<file path="config.mk">
export PLATFORM = sky130hd
export DESIGN_NAME = sync_fifo
export DESIGN_NICKNAME = d
export VERILOG_FILES = /design/src/rtl/sync_fifo.sv
export SDC_FILE = /design/constraint.sdc
export NUM_CORES = 1
export LEC_CHECK = 0
export CORE_MARGIN = 1
export CORE_UTILIZATION = 62
export CTS_BUF_LIST = sky130_fd_sc_hd__clkbuf_2
export CTS_CLUSTER_DIAMETER = 200
export DETAILED_ROUTE_END_ITERATION = 10
export MAX_ROUTING_LAYER = met4
export PLACE_DENSITY_LB_ADDON = 0.12
export SETUP_SLACK_MARGIN = 0.2
export SYNTH_ARGS = -nofsm -noshare
export SYNTH_HDL_FRONTEND = slang
export SYNTH_SLANG_ARGS = --single-unit
export TNS_END_PERCENT = 5
</file>
<file path="constraint.sdc">
create_clock -name clk -period 3.18 [get_ports clk]
set_input_delay 0.636 -clock clk [delete_from_list [all_inputs] [get_ports clk]]
set_output_delay 0.636 -clock clk [all_outputs]
set_load 0.01 [all_outputs]
</file>
<file path="src/rtl/sync_fifo.sv">
// Single-clock FIFO with occupancy count, almost-full/almost-empty flags and sticky
// overflow/underflow. Define FIFO_FWFT_EN for first-word-fall-through read mode.
module sync_fifo #(
  parameter int DSIZE    = 8,
  parameter int ASIZE    = 4,
  parameter int AF_LEVEL = 12,
  parameter int AE_LEVEL = 4
) (
  input  logic             clk,
  input  logic             rst,
  input  logic [DSIZE-1:0] wdata,
  input  logic             winc,
  input  logic             rinc,
  output logic [DSIZE-1:0] rdata,
  output logic             wfull,
  output logic             rempty,
  output logic             awfull,
  output logic             arempty,
  output logic [ASIZE:0]   level,
  output logic             overflow,
  output logic             underflow
);

  localparam int             DEPTH   = 1 << ASIZE;
  localparam logic [ASIZE:0] C_DEPTH = DEPTH[ASIZE:0];
  localparam logic [ASIZE:0] C_AF    = AF_LEVEL[ASIZE:0];
  localparam logic [ASIZE:0] C_AE    = AE_LEVEL[ASIZE:0];

  logic [DSIZE-1:0] r_mem [DEPTH];
  logic [ASIZE-1:0] r_wptr;
  logic [ASIZE-1:0] r_rptr;
  logic [ASIZE:0]   r_level;
  logic             r_overflow;
  logic             r_underflow;

  logic w_full;
  logic w_empty;
  logic w_wr_ok;
  logic w_rd_ok;

  // Status is decoded only from the registered level, so request inputs never reach flags.
  assign w_full  = (r_level == C_DEPTH);
  assign w_empty = (r_level == '0);
  assign w_wr_ok = winc & ~w_full;
  assign w_rd_ok = rinc & ~w_empty;

  assign wfull     = w_full;
  assign rempty    = w_empty;
  assign awfull    = (r_level >= C_AF);
  assign arempty   = (r_level <= C_AE);
  assign level     = r_level;
  assign overflow  = r_overflow;
  assign underflow = r_underflow;

  always_ff @(posedge clk) begin
    if (w_wr_ok) r_mem[r_wptr] <= wdata;
  end

  always_ff @(posedge clk) begin
    if (rst) begin
      r_wptr      <= '0;
      r_rptr      <= '0;
      r_level     <= '0;
      r_overflow  <= 1'b0;
      r_underflow <= 1'b0;
    end else begin
      if (w_wr_ok) r_wptr <= r_wptr + 1'b1;
      if (w_rd_ok) r_rptr <= r_rptr + 1'b1;
      case ({w_wr_ok, w_rd_ok})
        2'b10:   r_level <= r_level + 1'b1;
        2'b01:   r_level <= r_level - 1'b1;
        default: r_level <= r_level;
      endcase
      if (winc & w_full)  r_overflow  <= 1'b1;
      if (rinc & w_empty) r_underflow <= 1'b1;
    end
  end

`ifdef FIFO_FWFT_EN
  assign rdata = r_mem[r_rptr];
`else
  logic [DSIZE-1:0] r_rdata;

  always_ff @(posedge clk) begin
    if (rst)          r_rdata <= '0;
    else if (w_rd_ok) r_rdata <= r_mem[r_rptr];
  end

  assign rdata = r_rdata;
`endif

endmodule

</file>
==> results.md <==
* Total core area at roughly 9400 um2
* Final nets at roughly 440
* Fmax at between 300 and 400 MHz
* Worst flop-to-flop path startpoint: level[1]
* Syn Area/Cell at around 16 um2
* Diodes inserted at 0
* Die area at 10300 um2
* Sequential power share at 0.523
* Minimum clock period at ~2800 ps
* Register area share after synthesis at 0.705
* H-tree depth at 4
* Async SR Flop Fraction at 0
* Syn Nets at 397
* Post-synthesis mux area share at 0.120
* Main combinational cell family by area after synthesis: multiplexers
* Power Dens Cells at around 660 nW/um2
* Ys Warns at 0
* Placed Area at 6610 um2
* Max-cap violations at 0
* Leak pwr at ~2.2 nW
* Core Rows at 35
* Die W at 101 um
* Post-synthesis compound-gate area fraction at 0.0625
* CTS clk-pin slew, worst paths at approximately 230 ps
* ANT nets after route at 0
* CP required at 2540 ps
* Fin. Hold Viols at 0
* Post-synthesis xor/xnor area fraction at 0.0143
* Fraction of layout cells with a size suffix above 1 at 0.197
* Setup TNS at 0 ps
* Ys flop type: edfxtp_1
* Hold_buf cts at 0
* Final worst slack at about 420 ps
* Final Max Slew Viols at 0
* Root cell of the clock tree: clkbuf_2
* I/O Buffers at 30
* WP data arrival at 2120 ps
* Via count at ~3400
* First-pass GRT wire length at 17800 um
* Switching share of total power at 0.298
* DR WL/cell at roughly 20 um
* Sink Count at 151
* WL final at approximately 12000 um
* Area Overhead vs Synth at 12.8%
* Post-route cell area at approximately 6900 um2
* Reg2reg path depth at 11
* DR DRC count at 0
* I/O pins at 31
* Reg2Reg Setup Slack at roughly 550 ps
* Grt ovf at 0
* Type of origin of the critical path: flip-flop
* Adder-Cell Fraction of Synth Area at 0.0164
* R2R Path End: level[4]
* Clock buffer count from CTS at 17
* Hold WC Path Type: flip-flop to flip-flop
* Top cell type's share of synthesized area at 0.629
* Status: complete, no violations
* Initial detailed-routing violation count at approximately 250
* Pin count of the biggest net entering global routing at 30
* Post-DR vias/cell at just under 6
* Drt first pass iters at 4
* Pre-CTS WS at around 170 ps
* Die Y at between 100 and 150 um
* Number of flops mapped to enable cells by yosys at between 100 and 150
* Post-Synth Simple-Gate Area at 0.0590
* Unrepaired setup endpoints after global routing: false
* WHS Path Cells at 2
* Clock power frac at 0.228
* Switching power at ~1.4 mW
* Cells after Synth at approximately 380
* Synth top area cells: edfxtp_1 63%, dfxtp_1 7.5%, mux4_2 5.9%
* Hold Worst Slack at approximately 500 ps
* Critical path fanouts, max at 8
* Largest area contributor in the netlist: edfxtp_1
* Slew @ Worst Pin at between 800 and 900 ps
* Most frequent cells in the layout: 128 x edfxtp_1, 45 x nor2_1, 35 x mux2i_1
* Starting Density at 0.652
* Initial antenna violation count at 0
* Comb pwr share at 0.250
* Post-route clock period utilization at 0.867
* Post-layout util at 0.735
* Commonest non-fill, non-tap cell in the layout: edfxtp_1
* CTS tree: done
* CP Class: flip-flop to output pin
* DPL Wire Length at 7380 um
* Relative slew slack at 0.402
* Final setup viols at 0
* Internal power at ~3.2 mW
* Vias in the first global route at between 3000 and 4000
* Setup Skew at between 30 and 40 ps
* Cell Area, Synth at around 6100 um2
* Post-synthesis cell type count at between 40 and 50
* Crit end category: output pin
* Clk_lat worst skew at ~680 ps
* #FFs+latches synth at between 150 and 200
* Total track usage at 0.259
* Clk buf depth at 2
* Worst Min Path Start: underflow
* GP Congestion at between 0.7 and 0.8
* Hold endpoint: underflow
* Worst VDD drop at between 0.0003 and 0.0004 V
-- state kept, by name (all words and copies together) (netlist names) --
name / cells
level: 5
overflow: 1
r_mem: 128
r_rptr: 4
r_wptr: 4
rdata: 8
underflow: 1
-- through the flow --
step	power [mW]	instances
5_1_grt	4.75	566
2_1_floorplan	3.13	377
3_3_place_gp	3.51	531
6_report	4.55	566
3_5_place_dp	3.54	531
4_1_cts	4.57	566
-- power groups by stage --
stage / clock network (mW) / logic (mW) / registers (mW)
floorplan: 0 / 0.696 / 2.43
global placement: 0 / 1.07 / 2.44
detailed placement: 0 / 1.09 / 2.44
CTS: 1.06 / 1.14 / 2.38
global route: 1.13 / 1.23 / 2.39
finish: 1.03 / 1.14 / 2.38
-- critical path: stages, from the launching register on --
cell             delay (ps)
dfxtp_4                 400
buf_4                   160
o21a_1                  170
nor3_1                  150
clkdlybuf4s50_1         560
-- worst max path at each step --
stage,startpoint,endpoint,cells past startpoint
floorplan,rinc,level[4],10
global placement,winc,level[4],10
detailed placement,winc,level[4],10
CTS,level[0],wfull,3
global route,level[0],rempty,3
finish,level[1],arempty,4
-- cell type report --
class,count,area [um2]
clock buffers,18,90.1
clock inverters,14,150
fillers,633,2480
inverters,4,15.0
multi-input cells,197,1670
flip-flops and latches,151,4320
well taps,129,161
repair buffers,53,487
-- layer usage --
layer | vias up | track usage | routed length, um
li1 | 1559 | - | -
met4 | 0 | 0.108 | 269
met2 | 111 | 0.379 | 5430
met1 | 1672 | 0.360 | 5150
met3 | 19 | 0.0531 | 728
met5 | - | - | 0
-- timing repair --
item                                    4_1_cts  5_1_grt
endpoints found under the setup margin        2        1
gates resized for setup                       7        3
buffers inserted                              3        0
endpoints found under the hold margin         0        0
-- Yosys cell counts, types with 3 or more instances --
| cell | n |
|---|---|
| a21oi_1 | 5 |
| a22oi_1 | 9 |
| a311oi_1 | 8 |
| buf_1 | 3 |
| buf_2 | 10 |
| clkbuf_1 | 9 |
| dfxtp_1 | 23 |
| edfxtp_1 | 128 |
| ha_1 | 8 |
| inv_1 | 3 |
| mux2i_1 | 35 |
| mux4_2 | 16 |
| nand2_1 | 6 |
| nor2_1 | 46 |
| nor2b_1 | 3 |
| nor3_1 | 6 |
| o211ai_2 | 3 |
| o22ai_1 | 17 |
| xor2_1 | 8 |
-- kinds of logic (layout without fill, tap and decap cells) --
group | after synthesis | in the layout
mux | 53 | 53
flops | 151 | 151
fa+ha+maj | 8 | 8
xor+xnor | 10 | 10
buf+inv | 29 | 89
simple gates | 76 | 76
compound gates | 50 | 50
(Power assumes the default switching activity.)
